File: src/rtl/pwm_sfx_ctrl.sv
// pwm_sfx_ctrl: sound-effect sequencer that feeds a downstream pwmgen.
// It plays fixed (duty, ticks) step tables for three effects (die > eat > move),
// queues requests in per-effect pending bits, and lets die preempt the others.
//
// Ports:
//   clk       system clock, all state changes on its rising edge
//   rst_n     asynchronous active-low reset
//   enable    sound on/off; low clears pending and ends any playing effect
//   req_die   death effect request (pulse or level)
//   req_eat   food-eaten effect request
//   req_move  move-click effect request
//   duty      duty value to pwmgen (R_SIZE+1 bits)
//   load      one-cycle strobe to pwmgen load
//   grant     one-hot {die,eat,move} of the effect playing, 0 when none
//   busy      high in every state except idle
module pwm_sfx_ctrl #(
    parameter int unsigned R_SIZE   = 8,
    parameter int unsigned TICK_DIV = 1_000_000
) (
    input  logic            clk,
    input  logic            rst_n,
    input  logic            enable,
    input  logic            req_die,
    input  logic            req_eat,
    input  logic            req_move,
    output logic [R_SIZE:0] duty,
    output logic            load,
    output logic [2:0]      grant,
    output logic            busy
);
    localparam int unsigned   DW        = R_SIZE + 1;
    localparam int unsigned   PW        = $clog2(TICK_DIV);
    localparam logic [PW-1:0] PRESC_MAX = PW'(TICK_DIV - 1);

    localparam logic [2:0] EffDie  = 3'b100;
    localparam logic [2:0] EffEat  = 3'b010;
    localparam logic [2:0] EffMove = 3'b001;

    typedef enum logic [1:0] {StIdle, StLoad, StPlay, StEnd} state_e;

    // Step tables, indexed by the one-hot effect and the step number.
    function automatic logic [7:0] step_duty(input logic [2:0] eff, input logic [1:0] idx);
        logic [7:0] d;
        d = 8'd0;
        case (eff)
            EffMove: d = 8'd64;
            EffEat: begin
                case (idx)
                    2'd0:    d = 8'd96;
                    2'd1:    d = 8'd160;
                    default: d = 8'd224;
                endcase
            end
            EffDie: begin
                case (idx)
                    2'd0:    d = 8'd224;
                    2'd1:    d = 8'd160;
                    2'd2:    d = 8'd96;
                    default: d = 8'd32;
                endcase
            end
            default: d = 8'd0;
        endcase
        return d;
    endfunction

    function automatic logic [3:0] step_ticks(input logic [2:0] eff, input logic [1:0] idx);
        logic [3:0] t;
        t = 4'd2;
        case (eff)
            EffMove: t = 4'd2;
            EffEat:  t = (idx == 2'd2) ? 4'd3 : 4'd2;
            EffDie:  t = (idx == 2'd3) ? 4'd8 : 4'd4;
            default: t = 4'd2;
        endcase
        return t;
    endfunction

    function automatic logic step_last(input logic [2:0] eff, input logic [1:0] idx);
        logic l;
        l = 1'b1;
        case (eff)
            EffMove: l = 1'b1;
            EffEat:  l = (idx == 2'd2);
            EffDie:  l = (idx == 2'd3);
            default: l = 1'b1;
        endcase
        return l;
    endfunction

    state_e        state_q, state_d;
    logic [2:0]    pend_q, pend_d;
    logic [2:0]    grant_q, grant_d;
    logic [1:0]    step_q, step_d;
    logic [PW-1:0] presc_q, presc_d;
    logic [3:0]    ticks_q, ticks_d;
    logic [DW-1:0] duty_q, duty_d;
    logic          load_q, load_d;
    logic          busy_q, busy_d;
    logic [2:0]    win;
    logic          go_end;
    logic          play_done;
    logic [2:0]    req_vec;

    assign req_vec   = {req_die, req_eat, req_move};
    // Last cycle of the current step's PLAY window (ticks * TICK_DIV cycles).
    assign play_done = (presc_q == PRESC_MAX) &&
                       (ticks_q == step_ticks(grant_q, step_q) - 4'd1);

    always_comb begin
        state_d = state_q;
        grant_d = grant_q;
        step_d  = step_q;
        presc_d = presc_q;
        ticks_d = ticks_q;
        duty_d  = duty_q;
        load_d  = 1'b0;
        win     = 3'b000;
        go_end  = 1'b0;

        unique case (state_q)
            StIdle: begin
                if (enable) begin
                    if (pend_q[2])      win = EffDie;
                    else if (pend_q[1]) win = EffEat;
                    else if (pend_q[0]) win = EffMove;
                end
            end
            StLoad, StPlay: begin
                if (!enable) begin
                    go_end = 1'b1;
                end else if (pend_q[2] && !grant_q[2]) begin
                    // Die preempts eat/move; the abandoned effect is dropped.
                    win = EffDie;
                end else if (state_q == StLoad) begin
                    state_d = StPlay;
                    presc_d = '0;
                    ticks_d = '0;
                end else if (!play_done) begin
                    if (presc_q == PRESC_MAX) begin
                        presc_d = '0;
                        ticks_d = ticks_q + 4'd1;
                    end else begin
                        presc_d = presc_q + PW'(1);
                    end
                end else if (step_last(grant_q, step_q)) begin
                    go_end = 1'b1;
                end else begin
                    state_d = StLoad;
                    step_d  = step_q + 2'd1;
                    duty_d  = DW'(step_duty(grant_q, step_q + 2'd1));
                    load_d  = 1'b1;
                end
            end
            StEnd:   state_d = StIdle;
            default: state_d = StIdle;
        endcase

        if (win != 3'b000) begin
            state_d = StLoad;
            grant_d = win;
            step_d  = 2'd0;
            duty_d  = DW'(step_duty(win, 2'd0));
            load_d  = 1'b1;
        end
        if (go_end) begin
            state_d = StEnd;
            grant_d = 3'b000;
            step_d  = 2'd0;
            duty_d  = '0;
            load_d  = 1'b1;
        end

        // A fresh request for the winner re-arms its bit, so it replays later.
        pend_d = enable ? ((pend_q & ~win) | req_vec) : 3'b000;
        busy_d = (state_d != StIdle);
    end

    always_ff @(posedge clk or negedge rst_n) begin
        if (!rst_n) begin
            state_q <= StIdle;
            pend_q  <= '0;
            grant_q <= '0;
            step_q  <= '0;
            presc_q <= '0;
            ticks_q <= '0;
            duty_q  <= '0;
            load_q  <= 1'b0;
            busy_q  <= 1'b0;
        end else begin
            state_q <= state_d;
            pend_q  <= pend_d;
            grant_q <= grant_d;
            step_q  <= step_d;
            presc_q <= presc_d;
            ticks_q <= ticks_d;
            duty_q  <= duty_d;
            load_q  <= load_d;
            busy_q  <= busy_d;
        end
    end

    assign duty  = duty_q;
    assign load  = load_q;
    assign grant = grant_q;
    assign busy  = busy_q;

endmodule
File: config.mk
export PLATFORM = sky130hd
export DESIGN_NAME = pwm_sfx_ctrl
export DESIGN_NICKNAME = d
export VERILOG_FILES = /design/src/rtl/pwm_sfx_ctrl.sv
export SDC_FILE = /design/constraint.sdc
export NUM_CORES = 1
export LEC_CHECK = 0
export CORE_MARGIN = 5
export CORE_UTILIZATION = 39
export CTS_BUF_LIST = sky130_fd_sc_hd__clkbuf_4
export DETAILED_ROUTE_END_ITERATION = 6
export GPL_TIMING_DRIVEN = 0
export PLACE_DENSITY_LB_ADDON = 0.08
export SLEW_MARGIN = 30
export SYNTH_ARGS = -nofsm -noshare
export SYNTH_HDL_FRONTEND = slang
export SYNTH_SLANG_ARGS = --single-unit
File: constraint.sdc
create_clock -name clk -period 5.15 [get_ports clk]
set_clock_uncertainty 0.1 [all_clocks]
set_input_delay 1.03 -clock clk [delete_from_list [all_inputs] [get_ports clk]]
set_output_delay 1.03 -clock clk [all_outputs]
set_load 0.01 [all_outputs]
# Word level (Yosys, flattened, before mapping)
# Cells that the tools add are included.
# W data, S select, Z words.
# word_totals
ff_bits	45
in_bits	6
output_inout_bits	14
# op_classes
n_addsub	4
n_eq_ne	19
mux	67
n_bitwise	4
reduce_logical	16
# ops
op	count
$mux W9	8
$pmux W8 S3	3
$mux W20	3
$mux W2	16
$mux W1	21
$mux W3	7
$add A20 B1 Y20 const B	1
$eq A20 B20 Y1 const B	1
$mux W4	4
$pmux W8 S2	1
$reduce_bool A3 Y1	4
$eq A2 B2 Y1 const B	5
$pmux W4 S2	1
$eq A3 B1 Y1 const B	2
$eq A3 B2 Y1 const B	2
$eq A3 B3 Y1 const B	2
$ne A3 B2 Y1 const B	2
$pmux W3 S2	1
$reduce_and A6 Y1	1
$reduce_bool A2 Y1	3
$reduce_and A5 Y1	1
$add A4 B1 Y4 const B	1
$eq A2 B1 Y1 const B	2
$eq A4 B4 Y1	1
other kinds (15)	17

# Depth between registers and ports, before layout
# logic_depth
depth_word	20
ltp_mapped	9
depth_no_buf	8

# Worst setup path before layout
# OpenSTA, ideal clock, no wires.
# synth_path
kind	input port to flip-flop
from	input enable
to	register duty_q[7] (netlist: duty[7])
setup_time_ns	0.099
t_arrival_ns	2.655
setup_slack_ns	2.296
cell_stages	6
n_path_buf	1
cell_sequence	buf_4 -> nand3_1 -> or4_1 -> a2111o_1 -> or3_1 -> a311oi_1
# synth_via
elab_chain_len	6
# synth_lines
item	line	source
start: declaration	22	input logic enable,
$mux W3, on equally long branches	130, 123	
$pmux W3 S2	121	unique case (state_q)
$eq A3 B3 Y1, or another cell as far along	45	case (eff)
$pmux W8 S3	45	
$mux W9	159	if (win != 3'b000) begin
$mux W9	166	if (go_end) begin
end signal: assignment	197	duty_q <= duty_d;
end: declaration	97	logic [DW-1:0] duty_q, duty_d;
# Parallel ways exist; a longest one is shown, timed or not.
# A chain may end at the register's enable or synchronous reset.

# Final worst setup path
# layout_path
from	register presc_q[0]
to	register duty_q[7] (netlist: duty[7])
# layout_via
elab_chain_len	9
# layout_lines
item	line	source
start: declaration	95	logic [PW-1:0] presc_q, presc_d;
start signal: assignment	195	presc_q <= presc_d;
$eq A20 B20 Y1 (*)	107	assign play_done = (presc_q == PRESC_MAX) &&
$logic_and A1 B1 Y1 (*)	107	
$mux W1	139	end else if (!play_done) begin
$mux W1	135	end else if (state_q == StLoad) begin
$mux W1	132	end else if (pend_q[2] && !grant_q[2]) begin
$mux W1	130	if (!enable) begin
$mux W1	121	
$ne A3 B3 Y1 (no source line), or another cell as far along	-	
$reduce_and A6 Y1 (no source line)	-	
# Every way passes the cells marked *; elsewhere a longest branch is shown, timed or not.

==> flow_metrics.py <==
metrics = {
    "critical_path": {
        "crit_fanout": 7,
        "crit_type": "reg2reg",
        "worstPathCellList": "ha_1, and3_1, nand3_1, or4_1, a2111o_1, or3_1, a311oi_1",
        "worstSetupStartpoint": "presc_q[0]",
        "cpPeakStageDelay_ns": 0.55,
        "critPathRequiredTime_ns": 5.31,
        "crit_slowest_cell": "or4_1",
        "start_kind": "flop",
        "critPathArrivalTime_ns": 3.27,
        "endpoint_kind": "flop",
        "r2r_start": "presc_q[0]",
    },
    "min_path": {
        "hp-start": "presc_q[5]",
        "min_path_type": "reg2reg",
    },
    "logic_synthesis": {
        "yosysTopAreaCell": "dfrtp_1",
        "ys_top_cells_by_area": "dfrtp_1 (40%), ha_1 (4.6%), o21ai_0 (4.3%), nand2_1 (3.2%), nor2_1 (3.1%)",
        "synth-edff-count": 0,
        "syn_inst": 268,
        "async_flop_share_pct": 100.0,
        "ys_ff_latch": 39,
        "synth_ff_type": "dfrtp_1",
        "synthMuxAreaShare_pct": 1.688,
        "synth_compound_area_share_pct": 18.57,
        "synth_top_area_share_pct": 39.90,
        "synth_cell_types": 61,
        "synth_commonest_cells": "dfrtp_1 (39), nand2_1 (21), o21ai_0 (21)",
        "synth_top_family_by_area": "simple AND/OR/NAND/NOR gates",
        "synth_simple_gate_area_share_pct": 27.01,
        "synth_most_common_cell": "dfrtp_1",
        "synth_xor_area_share_pct": 1.790,
        "seq_area_frac_synth_pct": 39.90,
        "synth_fa_ha_area_share_pct": 4.604,
        "syn_area_um2": 2446,
        "avgSynthCellArea_um2": 9.127,
        "ys.warnings.count": 0,
    },
    "finish": {
        "area_growth_pct": 13.55,
        "final_area_um2": 2778,
        "drive_above_1_share_pct": 11.22,
        "n_fill_cell": 602,
        "nets": 308,
        "antenna_cells": 0,
        "post-route-util_pct": 46.10,
    },
    "floorplan": {
        "dieHeight_um": 89.20,
        "die_w_um": 89.20,
        "ios": 20,
        "dieArea_um2": 7956,
        "start_util_pct": 40.59,
        "core_um2": 6026,
        "num_rows": 28,
    },
    "pwr": {
        "ir_drop_v": 0.0002080,
        "p_total_mw": 1.161,
        "powerDensity_nw_per_um2": 418.1,
        "p_leak_nw": 1.123,
    },
    "grt": {
        "grt_util_met2_pct": 21.37,
        "grt_pass1_wl_um": 9597,
        "busiest_layer": "met1",
        "use_met3_pct": 2.949,
        "globalRouteOverflowTotal": 0,
        "track_usage_pct": 15.53,
        "use_met1_pct": 24.04,
        "antenna_found_initial": 0,
        "grt_pass1_vias": 1881,
        "grt_max_degree": 21,
    },
    "sta": {
        "setup_viol": 0,
        "final-max-slew-violation-count": 0,
        "hold_viol": 0,
        "rsz0062_at_grt": "no",
        "worstMarginPinSlew_ns": 0.6658,
        "relSlewSlack_pct": 55.20,
        "fin_crit_sh_pct": 60.46,
        "finalSetupTns_ns": 0,
        "hold_slack_ns": 0.4436,
        "max_freq_mhz": 321.1,
        "post-route-min-period_ns": 3.114,
    },
    "place": {
        "placed_area_um2": 2701,
        "dp_hpwl_um": 4088,
        "place.gp.congestion": 0.7851,
        "port-buffer-count": 12,
    },
    "clock_tree": {
        "clockRootBuffer": "clkbuf_4",
        "cts_inserted_buffers": 5,
        "cts.path.max_buffers": 2,
        "cts_sinks": 39,
        "clkLatencyLatePin_ns": 0.35,
        "clkTransAtPathRegs_ns": 0.13,
        "post_cts_resized": 0,
        "ctsHtreeMaxLevel": 2,
        "cts_tree": "done",
        "post_cts_buffers": 0,
        "cts_hold_buf": 0,
    },
    "routing": {
        "drc": 0,
        "drt-pass1-iter-count": 4,
        "wl_per_cell_um": 15.33,
        "drtAntennaViolNets": 0,
        "drt-total-wl_um": 5655,
        "vias": 2079,
        "drt_iter0_drc": 123,
        "via_per_inst": 5.634,
    },
    "run_status": {
        "status": "complete, no violations",
    },
    "run": {
        "max_cap_violations": 0,
    },
}
## where the power goes
group	total, mW	internal [mW]	switching [mW]	leakage [nW]
combinational	0.538	0.234	0.304	0.569
sequential	0.415	0.363	0.0516	0.512
clock	0.209	0.0999	0.109	0.0426
## kinds of logic (layout without fill, tap and decap cells)
group / after synthesis / after routing
AOI/OAI and AO/OA: 66 / 66
muxes: 4 / 4
buffers and inverters: 27 / 48
adders and majority gates: 9 / 9
xor gates and xnor gates: 5 / 5
DFF: 39 / 39
and+or+nand+nor: 117 / 117
other: 1 / 6
## path summary, 6_finish.rpt
| kind | endpoint | slack [ns] | cells past startpoint |
|---|---|---|---|
| min in group asynchronous | grant[0] | 0.53 | 1 |
| hold reg to reg | presc_q[5] | 0.44 | 1 |
| max in group asynchronous | presc_q[11] | 3.95 | 2 |
| hold / removal | presc_q[5] | 0.44 | 1 |
| setup reg to reg | duty[7] | 2.04 | 7 |
| setup / recovery | duty[7] | 2.04 | 7 |
## per-layer routing
layer  up-vias  wire (um)
met2        45       2457
met4         0         78
met3         8        229
li1       1017          -
met1      1009       2890
met5         -          0
## layout make-up
| cell class | instances | area, um^2 | area share [%] |
|---|---|---|---|
| clock inverter | 3 | 38.79 | 1.396 |
| timing repair buffer | 13 | 142.6 | 5.135 |
| tap | 75 | 93.84 | 3.378 |
| sequential | 39 | 975.9 | 35.14 |
| multi-input combinational | 207 | 1335 | 48.06 |
| clock buffer | 5 | 37.54 | 1.351 |
| inverter | 9 | 33.78 | 1.216 |
| buffer | 18 | 120.1 | 4.324 |
## critical path: cells and delay by family, from the launching register on
family	cells	cell delay, ns
AO/OA/AOI/OAI	2	0.78
flip-flops	1	0.43
adder cells (fa/ha/maj)	1	0.27
AND/OR/NAND/NOR	4	1.43
## placed cells by master, fill, tap and decap left out, types with 2 or more instances in the layout
master,count
nand4bb_1,3
xor2_1,3
or3_1,4
o41ai_1,5
buf_6,2
conb_1,6
buf_4,7
inv_1,9
nor2_1,20
nand3_1,11
o31ai_1,8
nand3b_1,3
nor3_1,5
xnor2_1,2
a211oi_1,2
nand2b_1,7
o21ai_0,21
or2_2,3
o2111ai_1,2
nand2_1,21
a21oi_1,9
dfrtp_1,39
and2_1,3
a22oi_1,2
clkdlybuf4s50_1,11
or4_1,3
nor2b_1,10
o21a_1,2
and3_1,5
mux2i_1,3
ha_1,9
nor4_1,4
clkbuf_4,5
clkbuf_1,7
nand4_1,5
## state kept, by name, indices dropped and copies added (netlist names)
| name | count |
|---|---|
| grant | 3 |
| state_q | 2 |
| ticks_q | 4 |
| duty | 3 |
| pend_q | 3 |
| load | 1 |
| presc_q | 20 |
| step_q | 2 |
| busy | 1 |
## metrics by stage
stage	setup WS [ns]	std cells
2_1_floorplan	2.296	273
3_3_place_gp	1.812	360
3_5_place_dp	2.068	361
4_1_cts	2.015	369
5_1_grt	1.859	369
6_report	2.036	369
(Power assumes the default switching activity.)
